--- src/rtl/cpu_test_pkg.sv ---
// ---------------------------------------------------------------------------
// cpu_test_pkg
// Shared types and default parameter values for the CPU test sequencer.
//   state_t         : sequencer FSM states
//   DEF_NUM_TESTS   : default number of test slots
//   DEF_DATA_WIDTH  : default result / expected word width
//   DEF_TIMEOUT     : default WAIT-cycle budget per test
// ---------------------------------------------------------------------------
package cpu_test_pkg;

    typedef enum logic [2:0] {
        ST_IDLE,
        ST_LAUNCH,
        ST_WAIT,
        ST_CHECK,
        ST_DONE
    } state_t;

    localparam int unsigned DEF_NUM_TESTS  = 8;
    localparam int unsigned DEF_DATA_WIDTH = 32;
    localparam int unsigned DEF_TIMEOUT    = 1000;

endpackage

--- src/rtl/cpu_test_sequencer_timeout_counter.sv ---
// ---------------------------------------------------------------------------
// timeout_counter
// Per-test WAIT timer. Counts enabled cycles from zero and flags expiry on
// the TIMEOUT-th enabled cycle after a clear.
//   i_clk     : clock, rising edge
//   i_reset   : synchronous active-high reset
//   i_clear   : synchronous clear to zero (takes priority over enable)
//   i_enable  : count this cycle
//   o_expired : count has reached TIMEOUT-1
// ---------------------------------------------------------------------------
module timeout_counter
    import cpu_test_pkg::*;
#(
    parameter int unsigned TIMEOUT = DEF_TIMEOUT
) (
    input  logic i_clk,
    input  logic i_reset,
    input  logic i_clear,
    input  logic i_enable,
    output logic o_expired
);

    localparam int unsigned CW = $clog2(TIMEOUT);

    logic [CW-1:0] r_count;

    assign o_expired = (r_count == CW'(TIMEOUT - 1));

    // Saturate at the expiry value so a done arriving on the expiry cycle
    // never lets the count wrap before the next clear.
    always_ff @(posedge i_clk) begin
        if (i_reset || i_clear) begin
            r_count <= '0;
        end else if (i_enable && !o_expired) begin
            r_count <= r_count + CW'(1);
        end
    end

endmodule

--- src/rtl/cpu_test_sequencer.sv ---
// ---------------------------------------------------------------------------
// cpu_test_sequencer
// Steps through NUM_TESTS test slots: pulses a start, waits for the DUT's
// done strobe (or a timeout), compares the captured result with the value
// from the external expected-value ROM and accumulates pass/fail stats.
//   i_clk, i_reset     : clock / synchronous active-high reset
//   i_begintest        : level; a 0->1 transition starts a run (IDLE/DONE)
//   o_dut_start        : one-cycle start pulse for the current test
//   o_test_idx         : current test index (addresses the expected ROM)
//   i_dut_done         : DUT completion strobe
//   i_dut_result       : DUT result, valid with i_dut_done
//   i_expected         : expected value for o_test_idx
//   o_endtest          : run complete
//   o_dutpassed        : run complete with no failures
//   o_fail_count       : failed tests this run
//   o_first_fail_idx   : index of first failing test (0 if none)
//   o_timeout_seen     : some test in this run timed out
// ---------------------------------------------------------------------------
module cpu_test_sequencer
    import cpu_test_pkg::*;
#(
    parameter int unsigned NUM_TESTS  = DEF_NUM_TESTS,
    parameter int unsigned DATA_WIDTH = DEF_DATA_WIDTH,
    parameter int unsigned TIMEOUT    = DEF_TIMEOUT,
    parameter int unsigned IDX_WIDTH  = (NUM_TESTS > 1) ? $clog2(NUM_TESTS) : 1
) (
    input  logic                  i_clk,
    input  logic                  i_reset,
    input  logic                  i_begintest,
    output logic                  o_dut_start,
    output logic [IDX_WIDTH-1:0]  o_test_idx,
    input  logic                  i_dut_done,
    input  logic [DATA_WIDTH-1:0] i_dut_result,
    input  logic [DATA_WIDTH-1:0] i_expected,
    output logic                  o_endtest,
    output logic                  o_dutpassed,
    output logic [IDX_WIDTH:0]    o_fail_count,
    output logic [IDX_WIDTH-1:0]  o_first_fail_idx,
    output logic                  o_timeout_seen
);

    localparam int unsigned FW = IDX_WIDTH + 1;

    state_t                r_state;
    state_t                w_state_next;
    logic                  r_prev_begin;
    logic [IDX_WIDTH-1:0]  r_test_idx;
    logic [FW-1:0]         r_fail_count;
    logic [IDX_WIDTH-1:0]  r_first_fail_idx;
    logic                  r_timeout_seen;
    logic [DATA_WIDTH-1:0] r_result;

    logic w_begin_edge;
    logic w_start_run;
    logic w_expired;
    logic w_timeout;
    logic w_last;
    logic w_fail_now;
    logic w_advance;

    assign w_begin_edge = i_begintest && !r_prev_begin;
    assign w_start_run  = w_begin_edge && (r_state == ST_IDLE || r_state == ST_DONE);
    assign w_last       = (r_test_idx == IDX_WIDTH'(NUM_TESTS - 1));
    // Done wins over expiry in the same cycle.
    assign w_timeout    = (r_state == ST_WAIT) && !i_dut_done && w_expired;
    assign w_fail_now   = ((r_state == ST_CHECK) && (r_result != i_expected)) || w_timeout;
    // A timeout skips CHECK and moves on exactly as CHECK would.
    assign w_advance    = (r_state == ST_CHECK) || w_timeout;

    timeout_counter #(
        .TIMEOUT (TIMEOUT)
    ) u_timer (
        .i_clk     (i_clk),
        .i_reset   (i_reset),
        .i_clear   (r_state != ST_WAIT),
        .i_enable  (r_state == ST_WAIT),
        .o_expired (w_expired)
    );

    // State register
    always_ff @(posedge i_clk) begin
        if (i_reset) begin
            r_state <= ST_IDLE;
        end else begin
            r_state <= w_state_next;
        end
    end

    // Next-state logic
    always_comb begin
        w_state_next = r_state;
        case (r_state)
            ST_IDLE,
            ST_DONE:   if (w_begin_edge) w_state_next = ST_LAUNCH;
            ST_LAUNCH: w_state_next = ST_WAIT;
            ST_WAIT: begin
                if (i_dut_done) begin
                    w_state_next = ST_CHECK;
                end else if (w_expired) begin
                    w_state_next = w_last ? ST_DONE : ST_LAUNCH;
                end
            end
            ST_CHECK:  w_state_next = w_last ? ST_DONE : ST_LAUNCH;
            default:   w_state_next = ST_IDLE;
        endcase
    end

    // Moore outputs
    always_comb begin
        o_dut_start = 1'b0;
        o_endtest   = 1'b0;
        o_dutpassed = 1'b0;
        case (r_state)
            ST_LAUNCH: o_dut_start = 1'b1;
            ST_DONE: begin
                o_endtest   = 1'b1;
                o_dutpassed = (r_fail_count == '0);
            end
            default: ;
        endcase
    end

    // Edge detect, result capture and run statistics
    always_ff @(posedge i_clk) begin
        if (i_reset) begin
            r_prev_begin     <= 1'b0;
            r_test_idx       <= '0;
            r_fail_count     <= '0;
            r_first_fail_idx <= '0;
            r_timeout_seen   <= 1'b0;
            r_result         <= '0;
        end else begin
            r_prev_begin <= i_begintest;
            if (w_start_run) begin
                r_test_idx       <= '0;
                r_fail_count     <= '0;
                r_first_fail_idx <= '0;
                r_timeout_seen   <= 1'b0;
            end else begin
                if (r_state == ST_WAIT && i_dut_done) begin
                    r_result <= i_dut_result;
                end
                if (w_fail_now) begin
                    r_fail_count <= r_fail_count + FW'(1);
                    if (r_fail_count == '0) begin
                        r_first_fail_idx <= r_test_idx;
                    end
                end
                if (w_timeout) begin
                    r_timeout_seen <= 1'b1;
                end
                if (w_advance && !w_last) begin
                    r_test_idx <= r_test_idx + IDX_WIDTH'(1);
                end
            end
        end
    end

    assign o_test_idx       = r_test_idx;
    assign o_fail_count     = r_fail_count;
    assign o_first_fail_idx = r_first_fail_idx;
    assign o_timeout_seen   = r_timeout_seen;

endmodule

--- config.mk ---
export PLATFORM = sky130hd
export DESIGN_NAME = cpu_test_sequencer
export DESIGN_NICKNAME = d
export VERILOG_FILES = /design/src/rtl/cpu_test_pkg.sv /design/src/rtl/cpu_test_sequencer_timeout_counter.sv /design/src/rtl/cpu_test_sequencer.sv
export SDC_FILE = /design/constraint.sdc
export NUM_CORES = 1
export LEC_CHECK = 0
export ABC_AREA = 0
export BUFFER_PORTS_ARGS = -buffer_cell sky130_fd_sc_hd__buf_2
export CAP_MARGIN = 20
export CORE_ASPECT_RATIO = 1.25
export CORE_MARGIN = 4
export CORE_UTILIZATION = 32
export DETAILED_ROUTE_END_ITERATION = 7
export GPL_ROUTABILITY_DRIVEN = 0
export GPL_TIMING_DRIVEN = 0
export PLACE_DENSITY_LB_ADDON = 0.1
export SLEW_MARGIN = 0
export SYNTH_ARGS = -nofsm -noshare
export SYNTH_HDL_FRONTEND = slang
export SYNTH_SLANG_ARGS = --single-unit
--- constraint.sdc ---
create_clock -name i_clk -period 2.15 [get_ports i_clk]
set_input_delay 0.215 -clock i_clk [delete_from_list [all_inputs] [get_ports i_clk]]
set_output_delay 0.215 -clock i_clk [all_outputs]
set_load 0.05 [all_outputs]
Yosys cells after proc, flatten, opt, wreduce, memory -nomap -nowiden
Cells that the tools add are included.

word-level totals
  bits of input ports = 68
  register bits = 57
  output and inout bits = 14

cells by class
  bitwise operators = 1
  reduce and logical (&&, ||, !) cells = 23
  equality and inequality tests = 10
  muxes and demuxes = 8
  add/sub/neg operators = 3

operators with widths
  operator                                                                number
  32-bit != test                                                          1
  3-bit two-way mux                                                       4
  3-bit case mux with 4 select lines                                      1
  10-bit by 1-bit adder with 10-bit output (second input constant)        1
  10-bit equality test (second input constant)                            1
  1-bit logical AND                                                       8
  3-bit by 2-bit equality test with 1-bit output (second input constant)  2
  3-bit equality test (second input constant)                             2
  2-bit AND reduction                                                     3
  4-bit by 1-bit adder with 4-bit output (second input constant)          1
  1-bit zero test                                                         4
  4-bit zero test                                                         1
  1-bit logical OR                                                        4
  2-bit OR reduction                                                      2
  3-bit by 1-bit adder with 3-bit output (second input constant)          1
  3-bit by 1-bit equality test with 1-bit output (second input constant)  1
  3-bit zero test                                                         1
  1-bit two-way mux                                                       3
  3-bit by 2-bit != test with 1-bit output (second input constant)        1
  3-bit != test (second input constant)                                   1
  2-bit != test (second input constant)                                   1
  1-bit inverter                                                          1

Longest topological paths before layout
Gate-level depths: netlist of the first run.

  depth in word-level cells = 5
  gate-level depth with buffers = 7
  mapped depth without buffers = 7

Cells and area by module
From an unflattened synthesis of the first run, not the netlist that was laid out.

unflattened totals
  cells, all modules = 344
  area total of the unflattened synthesis = 2822.7 sq um

by module, submodules not included
  module              cells each  times used  area an instance (sq um)
  cpu_test_sequencer  280         1           2267.2
  timeout_counter     64          1           555.5

Worst setup path before layout of the first run
No wires, ideal clock.

  kind = reg2reg
  from = register u_timer.r_count[0]
  to = register r_fail_count[0] (netlist: o_fail_count[0])
  slack = 318 ps
  path buffers = 1
  arrival = 1703 ps
  cell stages (with the launch flop) = 8
  clock period less this slack = 1832 ps
  required time = 2021 ps
  cells stage by stage = dfxtp_1 -> ha_1 -> nand3_1 -> or4_1 -> buf_2 -> nor4_4 -> o21ai_0 -> nor3b_1

on the way
  word-level cells in the longest chain between the ends = 3

RTL lines
  element                 line                                      text
  start, declared         cpu_test_sequencer_timeout_counter.sv:25  logic [CW-1:0] r_count;
  start signal, assigned  cpu_test_sequencer_timeout_counter.sv:35  r_count <= r_count + CW'(1);
  10-bit equality test    cpu_test_sequencer_timeout_counter.sv:27  assign o_expired = (r_count == CW'(TIMEOUT - 1));
  1-bit logical AND       cpu_test_sequencer.sv:65                  assign w_timeout = (r_state == ST_WAIT) && !i_dut_done && w_expired;
  1-bit logical OR        cpu_test_sequencer.sv:66                  assign w_fail_now = ((r_state == ST_CHECK) && (r_result != i_expected)) || w_timeout;
  end signal, assigned    cpu_test_sequencer.sv:144                 r_fail_count <= r_fail_count + FW'(1);
  end, declared           cpu_test_sequencer.sv:48                  logic [FW-1:0] r_fail_count;

Every way passes these cells.
A chain may end at the register's enable or synchronous reset.

Worst setup path in the final report of the first run
  from = register u_timer.r_count[1]
  to = register r_first_fail_idx[1] (netlist: o_first_fail_idx[1])

on the way
  word-level cells in the longest chain between the ends = 4

RTL lines
  element                               line                                      text
  10-bit equality test                  cpu_test_sequencer_timeout_counter.sv:27
  1-bit logical AND                     cpu_test_sequencer.sv:65
  1-bit logical OR                      cpu_test_sequencer.sv:66
  2-bit AND reduction (no source line)  n/a
  end signal, assigned                  cpu_test_sequencer.sv:146                 r_first_fail_idx <= r_test_idx;
  end, declared                         cpu_test_sequencer.sv:49                  logic [IDX_WIDTH-1:0] r_first_fail_idx;

Every way passes these cells.

==> flow_summary_export.csv, run 1 <==
group,metric,value,unit
sta,timing_hold_violations_final,0,
power_and_ir_drop,combPwrFrac,13.5,%
cts,holdBufCountCts,0,
synthesis,yosysMostFrequentCell,"nand2_1",
cts,cts_root_buf,"clkbuf_8",
cts,cts_tree,"yes",
drt,wl_met1,3040,um
synthesis,synth_common_cells,"nand2_1 (81), dfxtp_1 (57), a21oi_1 (39)",
power_and_ir_drop,power.switching,0.660,mW
sta,finalSetupViolations,0,
critical_path,critical_path.slowest_cell,"or4_1",
synthesis,async_flop_share,0,%
sta,report.final.slew_viol_count,0,
power_and_ir_drop,irDropWorstVdd,0.363,mV
power_and_ir_drop,leakage,1.33,nW
floorplan,die-area,0.00995,mm^2
cts,clk_path_buf_depth,2,
cts,clk_pin_slew,0.07,ns
drt,drc,0,
cts,htree_levels,3,
cts,insertion_delay,0.33,ns
finish,nNetsFinal,493,
drt,wl_per_cell,12.8,um
critical_path,arrival,2.22,ns
power_and_ir_drop,power.share.sequential,41.5,%
power_and_ir_drop,p_total,2.71,mW
worst_hold_path,hold_class,"input port to register",
drt,wl_met3,323,um
synthesis,ys_warn_count,0,
floorplan,die_x,90.0,um
finish,diodes,0,
outcome,run_status,"completed",
critical_path,critPathMaxFanout,6,
synthesis,synth-seq-cells,57,
synthesis,syn_nets,399,
critical_path,slowest_delay,0.40,ns
critical_path,path_cells,"ha_2 -> nand3_2 -> or4_1 -> buf_2 -> nor4_4 -> buf_4 -> o21ai_2 -> mux2i_1",
power_and_ir_drop,power.internal,2.05,mW
critical_path,critPathTopFamily,"simple AND/OR/NAND/NOR gates",
sta,hold_ws,0.115,ns
power_and_ir_drop,p_per_area,775,mW/mm^2
synthesis,avgSynthCellArea,8.25,um^2
drt,vias_per_cell,4.67,
floorplan,start_util,32.8,%
finish,nFillCells,843,
drt,drt_pre_antenna_iters,4,
critical_path,critical_path_required,2.35,ns
global_route,first_global_vias,2416,
global_route,antenna_found_initial,0,
placed_design,place_hpwl,5090,um
floorplan,fp-row-count,37,
global_route,track_usage,13.8,%
global_route,grt_max_degree,11,
power_and_ir_drop,p_sw_share,24.3,%
synthesis,synth_area_leader_cell,"dfxtp_1",
synthesis,synth_area,0.00269,mm^2
floorplan,io_pins,82,
finish,drive_gt1_share,27.1,%
cts,cts_buffers,9,
synthesis,synth_area_leaders,"dfxtp_1 (42%), nand2_1 (11%), xnor2_1 (11%)",
drt,routed_wl,6700,um
power_and_ir_drop,p_clk_share,44.9,%
sta,fin_ws,0.137,ns
synthesis,seq_area_frac_synth,42.4,%
synthesis,synth-edff-count,0,
synthesis,synth.top_cell.area_share,42.4,%
drt,route.met2.wl,3270,um
drt,highest-signal-layer,"met4",
cts,clock_sinks,57,
critical_path,critPathKind,"register to register",
critical_path,endpoint_kind,"register",
sta,skew,0.00809,ns
sta,max_freq,497,MHz
global_route,grt-ovfl-total,0,
sta,slew_headroom,64.0,%
drt,detail_route.iter0.violations,58,
floorplan,coreArea,0.00819,mm^2
placed_design,io_buffers,81,
synthesis,postSynthCellCount,326,
finish,syn_to_final_growth,30.2,%
synthesis,synth_cell_type_count,37,
sta,post-route-period-util,93.6,%
sta,tightest_slew,0.540,ns
drt,antenna_left,0,
job,drv_cap,0,
critical_path,cp.buffers_inverters,2,
sta,setup_tns,0,ns
global_route,grt_pass1_wl,11100,um
critical_path,cp-start-kind,"register",
floorplan,die_y,111,um
synthesis,yosys_most_used_dff,"dfxtp_1",
sta,period_needed,2.01,ns
drt,num_vias,2438,
placed_design,dpl_worst_slack,0.0203,ns
[state kept, by name, summed over array words and instances (netlist names)]
name              cells
r_result             32
o_timeout_seen        1
u_timer.r_count      10
o_first_fail_idx      3
r_state               3
o_fail_count          4
r_prev_begin          1
o_test_idx            3
[per-layer routing]
| layer | vias to the layer above | global-route usage (%) |
|---|---|---|
| li1 | 1291 | - |
| met1 | 1087 | 16.7 |
| met2 | 55 | 23.1 |
| met3 | 5 | 3.81 |
| met4 | 0 | 5.21 |
| met5 | - | 0 |
[repair_timing]
item / CTS / global route
setup buffers: 0 / 2
endpoints found under the hold margin: 0 / 0
gates resized for setup: 1 / 10
pin swaps: 0 / 1
setup endpoints to repair: 2 / 36
[final cells by class]
cell class | count | area, um^2 | share of cell area (%)
Tap cell | 97 | 121 | 3.47
Sequential cell | 57 | 1140 | 32.6
Buffer | 15 | 68.8 | 1.96
Inverter | 3 | 11.3 | 0.322
Clock buffer | 10 | 138 | 3.93
Timing Repair Buffer | 83 | 420 | 12.0
Clock inverter | 6 | 105 | 3.00
Multi-Input combinational cell | 251 | 1500 | 42.7
[cell families after synthesis]
| kind of cell | after synthesis | synth area share (%) |
|---|---|---|
| buf+inv | 18 | 2.84 |
| mux | 7 | 2.60 |
| simple gates | 147 | 25.9 |
| flops | 57 | 42.4 |
| fa+ha+maj | 5 | 2.33 |
| compound gates | 53 | 11.2 |
| xor+xnor | 39 | 12.7 |
[worst register-to-register path: cells and delay by family, from the launching register on]
family,cells,cell delay [ns]
AO/OA/AOI/OAI,1,0.10
flip-flops,1,0.35
multiplexers,1,0.15
adder cells (fa/ha/maj),1,0.21
buffers and inverters,2,0.36
AND/OR/NAND/NOR,3,0.72
[path summary, 6_finish.rpt]
kind / end / startpoint / depth (start not counted) / slack [ns]
setup / recovery: o_first_fail_idx[1] / u_timer.r_count[1] / 8 / 0.14
hold / removal: r_result[9] / i_dut_result[9] / 3 / 0.12
setup reg to reg: o_first_fail_idx[1] / u_timer.r_count[1] / 8 / 0.14
hold reg to reg: o_first_fail_idx[0] / o_first_fail_idx[0] / 2 / 0.46
[cells in the final DEF, fill, tap and decap left out, types with 7 or more instances in the layout]
cell type	Yosys	routed
a21oi_1	39	39
buf_2	1	82
clkbuf_1	13	10
clkbuf_8	0	10
dfxtp_1	57	56
mux2i_1	7	7
nand2_1	81	81
nand4_1	11	11
nor2_1	17	17
xnor2_1	34	34
[power groups by stage]
stage	logic (mW)	registers, mW	clock network (mW)
after floorplan	0.236	1.15	0
after global placement	0.370	1.15	0
after detailed placement	0.370	1.15	0
after CTS	0.373	1.13	1.25
after global routing	0.413	1.13	1.31
final	0.367	1.13	1.22
[stage by stage]
step                utilization (%)  instance area, um^2  instances
floorplan                         -                 2690        326
global placement               39.3                 3220        504
detailed placement             39.3                 3220        504
CTS                            42.3                 3470        520
global route                   42.7                 3500        522
finish                         42.7                 3500        522
(Power assumes the default switching activity.)
==> inputs of run 2 (changes only) <==
--- a/config.mk
+++ b/config.mk
@@ -8,6 +8,8 @@
 export ABC_AREA = 0
 export BUFFER_PORTS_ARGS = -buffer_cell sky130_fd_sc_hd__buf_2
 export CAP_MARGIN = 20
+export CELL_PAD_IN_SITES_DETAIL_PLACEMENT = 1
+export CELL_PAD_IN_SITES_GLOBAL_PLACEMENT = 1
 export CORE_ASPECT_RATIO = 1.25
 export CORE_MARGIN = 4
 export CORE_UTILIZATION = 32
@@ -15,6 +17,7 @@
 export GPL_ROUTABILITY_DRIVEN = 0
 export GPL_TIMING_DRIVEN = 0
 export PLACE_DENSITY_LB_ADDON = 0.1
+export RECOVER_POWER = 50
 export SLEW_MARGIN = 0
 export SYNTH_ARGS = -nofsm -noshare
 export SYNTH_HDL_FRONTEND = slang
==> run 2 against run 1 <==
Combinational power hardly changed. Total power fell by 12%. Sequential share of layout area increased by 0.90 points. Cell count down 0.19%. Largest cell class unchanged. Register-to-register slack barely moved. Clock skew shrank 0.00088 ns. First-iteration DRC count down 48%. Critical endpoint is now r_result[15]. Hold slack worse by 0.014 ns. Via count grew 3.0%. Die area unchanged.
==> flow_summary_export.csv, run 2 (synthesis results as in run 1) <==
group,metric,value,unit
global_route,grt_max_degree,11,
cts,clk_path_buf_depth,2,
global_route,top_usage_layer,"met2",
finish,diodes,0,
drt,detail_route.iter0.violations,30,
drt,drt_pre_antenna_iters,4,
cts,cts_tree,"yes",
cts,cts_buffers,9,
critical_path,r2r.worst_path.cells,6,
sta,max_freq,494,MHz
finish,drive_gt1_share,22.9,%
finish,largest-register,"r_result",
critical_path,arrival,2.28,ns
critical_path,critPathMaxFanout,10,
floorplan,coreArea,0.00819,mm^2
drt,routed_wl,7350,um
cts,clk_pin_slew,0.06,ns
cts,clock_sinks,57,
critical_path,critical_path_required,2.41,ns
drt,drc,0,
finish,syn_to_final_growth,26.8,%
global_route,antenna_found_initial,0,
power_and_ir_drop,power.internal,1.73,mW
power_and_ir_drop,p_sw_share,27.7,%
drt,vias_per_cell,4.82,
sta,timing_hold_violations_final,0,
global_route,first_global_vias,2582,
power_and_ir_drop,power.switching,0.665,mW
sta,period_needed,2.02,ns
global_route,grt_use_met1,17.3,%
finish,final_cell_mix,"nand2_1 (81), buf_2 (69), dfxtp_1 (55)",
placed_design,place_area,0.00322,mm^2
global_route,track_usage,15.3,%
floorplan,die-area,0.00995,mm^2
critical_path,critPathKind,"register to register",
sta,finalSetupViolations,0,
global_route,grt-ovfl-total,0,
critical_path,endpoint_kind,"register",
placed_design,io_buffers,81,
finish,nNetsFinal,492,
critical_path,r2r_start,"r_state[1]",
sta,slew_headroom,59.5,%
job,drv_cap,0,
drt,wl_per_cell,14.1,um
sta,skew,0.00722,ns
power_and_ir_drop,combPwrFrac,15.4,%
power_and_ir_drop,p_clk_share,37.6,%
power_and_ir_drop,irDropWorstVdd,0.277,mV
floorplan,fp-row-count,37,
placed_design,place_hpwl,5650,um
finish,final_util,41.6,%
power_and_ir_drop,p_total,2.40,mW
power_and_ir_drop,p_per_area,702,mW/mm^2
floorplan,die_y,111,um
critical_path,cp-start-kind,"register",
finish,final_area,0.00341,mm^2
floorplan,die_x,90.0,um
global_route,met3_usage,3.34,%
sta,rsz0062_at_grt,"yes",
floorplan,io_pins,82,
worst_hold_path,hold_class,"input port to register",
floorplan,start_util,32.8,%
sta,tightest_slew,0.610,ns
power_and_ir_drop,power.share.sequential,47.1,%
sta,hold_ws,0.101,ns
worst_hold_path,hold_start,"i_begintest",
global_route,grt_use_met2,27.1,%
finish,largest_reg_flops,32,
critical_path,critPathCapture,"r_result[15]",
outcome,run_status,"completed",
drt,antenna_left,0,
critical_path,r2r_setup_slack,0.13,ns
critical_path,reg2reg_to,"r_result[15]",
power_and_ir_drop,leakage,1.23,nW
sta,post-route-period-util,94.2,%
global_route,grt_pass1_wl,12300,um
cts,htree_levels,3,
drt,num_vias,2511,
sta,report.final.slew_viol_count,0,
finish,final_common_cell,"nand2_1",
cts,cts_root_buf,"clkbuf_8",
cts,insertion_delay,0.33,ns
critical_path,startpoint,"r_state[1]",
run 2: worst min-delay path by stage:
stage,endpoint,slack (ns),cells after the start
final,r_prev_begin,0.10,2
after global routing,r_result[7],0.10,3
after CTS,r_prev_begin,0.09,2
after detailed placement,r_prev_begin,0.45,2
after global placement,r_prev_begin,0.44,2
after floorplan,r_prev_begin,0.34,1
run 2: through the flow:
step / instances / setup slack, ns / setup TNS [ns]
after detailed placement: 504 / -0.0652 / -0.175
after CTS: 520 / 0.0540 / 0
final: 521 / 0.125 / 0
after global placement: 504 / -0.0886 / -0.237
after global routing: 521 / -0.143 / -2.55
after floorplan: 326 / 0.318 / 0
run 2: critical path, cell delays in order, from the launching register on:
cell      delay [ns]
dfxtp_1         0.44
nor3b_2         0.43
and2_1          0.19
clkbuf_1        0.20
clkbuf_1        0.44
nand2_1         0.13
a21oi_1         0.13
run 2: final cells by class:
class	count	area (um^2)
buffer	15	65.1
clock buffer	13	159
clock inverter	3	15.0
fill	1041	4780
inverter	3	11.3
multi-input combinational	251	1500
sequential	57	1140
tap	97	121
timing repair buffer	82	400
run 2: power by group through the flow:
stage / logic (mW) / clock network [mW] / registers [mW]
4_1_cts: 0.377 / 0.942 / 1.13
3_3_place_gp: 0.371 / 0 / 1.15
2_1_floorplan: 0.236 / 0 / 1.15
5_1_grt: 0.415 / 0.984 / 1.13
3_5_place_dp: 0.375 / 0 / 1.15
6_report: 0.368 / 0.900 / 1.13
run 2: per-layer routing:
metal | wire length, um | vias to the layer above | share of wire (%)
li1 | - | 1286 | -
met1 | 3090 | 1158 | 42
met2 | 3750 | 55 | 51
met3 | 353 | 12 | 4.8
met4 | 152 | 0 | 2.1
met5 | 0 | - | 0
run 2: repair_timing:
action,in CTS,in global routing
gates cloned,0,0
setup endpoints to repair,4,39
hold buffers,0,0
resized for setup,1,7
setup buffers,0,1
pin swaps,0,1
==> inputs of run 3 (changes only) <==
--- a/config.mk
+++ b/config.mk
@@ -16,6 +16,7 @@
 export DETAILED_ROUTE_END_ITERATION = 7
 export GPL_ROUTABILITY_DRIVEN = 0
 export GPL_TIMING_DRIVEN = 0
+export MAX_ROUTING_LAYER = met4
 export PLACE_DENSITY_LB_ADDON = 0.1
 export RECOVER_POWER = 50
 export SLEW_MARGIN = 0
==> run 3 against run 2 <==
Hold slack worse by 0.0017 ns. Largest cell class unchanged. Largest power group unchanged. Critical endpoint is now o_first_fail_idx[2]. Global-route usage up 0.46 points. Cell count did not move. Utilization about the same. Die area is the same.
==> flow_summary_export.csv, run 3 (synthesis results as in run 1) <==
group,metric,value,unit
cts,insertion_delay,0.33,ns
global_route,track_usage,15.8,%
cts,clk_pin_slew,0.07,ns
cts,htree_levels,3,
drt,detail_route.iter0.violations,35,
sta,slew_headroom,59.5,%
global_route,grt_max_degree,11,
critical_path,critPathMaxFanout,7,
finish,final_cell_mix,"nand2_1 (81), buf_2 (69), dfxtp_1 (55)",
power_and_ir_drop,p_per_area,702,mW/mm^2
drt,drt_pre_antenna_iters,4,
power_and_ir_drop,irDropWorstVdd,0.279,mV
drt,vias_per_cell,4.82,
cts,clk_path_buf_depth,2,
drt,drc,0,
floorplan,die_y,111,um
cts,clock_sinks,57,
sta,skew,0.00728,ns
finish,final_util,41.7,%
critical_path,arrival,2.24,ns
critical_path,endpoint_kind,"register",
finish,diodes,0,
outcome,run_status,"completed",
drt,antenna_left,0,
sta,rsz0062_at_grt,"yes",
worst_hold_path,hold_class,"input port to register",
power_and_ir_drop,leakage,1.24,nW
floorplan,die-area,0.00995,mm^2
finish,syn_to_final_growth,27.0,%
drt,routed_wl,7370,um
finish,final_common_cell,"nand2_1",
drt,num_vias,2510,
placed_design,place_hpwl,5650,um
critical_path,path_cells,"ha_2 -> nand3_1 -> or4_1 -> buf_2 -> nor4_4 -> buf_6 -> o21ai_2 -> mux2i_1",
floorplan,io_pins,82,
cts,cts_tree,"yes",
worst_hold_path,hold_start,"i_begintest",
finish,largest-register,"r_result",
sta,hold_ws,0.0990,ns
finish,largest_reg_flops,32,
floorplan,die_x,90.0,um
critical_path,slowest_delay,0.41,ns
cts,cts_root_buf,"clkbuf_8",
placed_design,io_buffers,81,
floorplan,coreArea,0.00819,mm^2
cts,holdBufCountCts,0,
global_route,grt-ovfl-total,0,
sta,finalSetupViolations,0,
critical_path,critical_path_required,2.37,ns
critical_path,startpoint,"u_timer.r_count[1]",
critical_path,critPathKind,"register to register",
sta,max_freq,495,MHz
global_route,grt_pass1_wl,12300,um
sta,timing_hold_violations_final,0,
floorplan,fp-row-count,37,
critical_path,critical_path.slowest_cell,"or4_1",
critical_path,cp-start-kind,"register",
sta,tightest_slew,0.610,ns
floorplan,start_util,32.8,%
global_route,first_global_vias,2588,
job,drv_cap,0,
cts,cts_buffers,9,
sta,post-route-period-util,94.0,%
sta,report.final.slew_viol_count,0,
finish,drive_gt1_share,23.6,%
sta,period_needed,2.02,ns
drt,wl_per_cell,14.1,um
finish,nNetsFinal,492,
global_route,antenna_found_initial,0,
finish,nFillCells,1041,
critical_path,r2r_start,"u_timer.r_count[1]",
## run 3: cell count changes in the layout (fill, tap and decap cells not counted)
| cell | delta |
|---|---|
| and2_0 | +1 |
| and2_1 | -1 |
| buf_1 | -1 |
| clkbuf_1 | -2 |
| clkbuf_2 | +3 |
## run 3: final timing paths
path | end | slack [ns] | cells after the start
worst max register to register | o_first_fail_idx[2] | 0.13 | 8
worst max-delay path | o_first_fail_idx[2] | 0.13 | 8
worst min register to register | o_first_fail_idx[2] | 0.47 | 2
worst min-delay path | r_prev_begin | 0.1 | 2
## run 3: critical path, delay by kind of cell, from the launching register on
kind | cells | cell delay [ns]
and+or+nand+nor | 3 | 0.78
DFF | 1 | 0.36
buffers and inverters | 2 | 0.34
adders and majority gates | 1 | 0.20
muxes | 1 | 0.14
AOI/OAI and AO/OA | 1 | 0.09
## run 3: final cells by class
type	count	area (um^2)	area share, %
Inverter	3	11.3	0.330
Buffer	15	68.8	2.01
Clock inverter	3	15.0	0.440
Multi-Input combinational cell	251	1500	43.8
Tap cell	97	121	3.55
Timing Repair Buffer	82	400	11.7
Clock buffer	13	159	4.65
Sequential cell	57	1140	33.5
## run 3: repair_timing
item	CTS	global route
endpoints found under the hold margin	0	0
gates resized for setup	1	12
pin swaps	0	1
setup buffers	0	1
endpoints found under the setup margin	4	39
## run 3: report_power, final
group | switching [mW] | internal [mW] | total [mW]
logic | 0.210 | 0.159 | 0.369
clock network | 0.426 | 0.476 | 0.902
registers | 0.0305 | 1.10 | 1.13
## run 3: metal layers
metal	vias to the layer above	track usage, %	part of all wire, %
met4	0	6.13	1.8
met3	11	4.09	4.1
met5	-	-	0
met2	51	27.2	51
li1	1287	-	-
met1	1161	17.4	43
## run 3: through the flow
| step | power, mW | instance area, um^2 | cells | TNS (ns) | setup WS, ns |
|---|---|---|---|---|---|
| 2_1_floorplan | 1.39 | 2690 | 326 | 0 | 0.318 |
| 3_3_place_gp | 1.52 | 3220 | 504 | -0.237 | -0.0886 |
| 3_5_place_dp | 1.53 | 3220 | 504 | -0.175 | -0.0652 |
| 4_1_cts | 2.45 | 3400 | 520 | 0 | 0.0540 |
| 5_1_grt | 2.54 | 3420 | 521 | -0.0287 | -0.0191 |
| 6_report | 2.40 | 3420 | 521 | 0 | 0.130 |
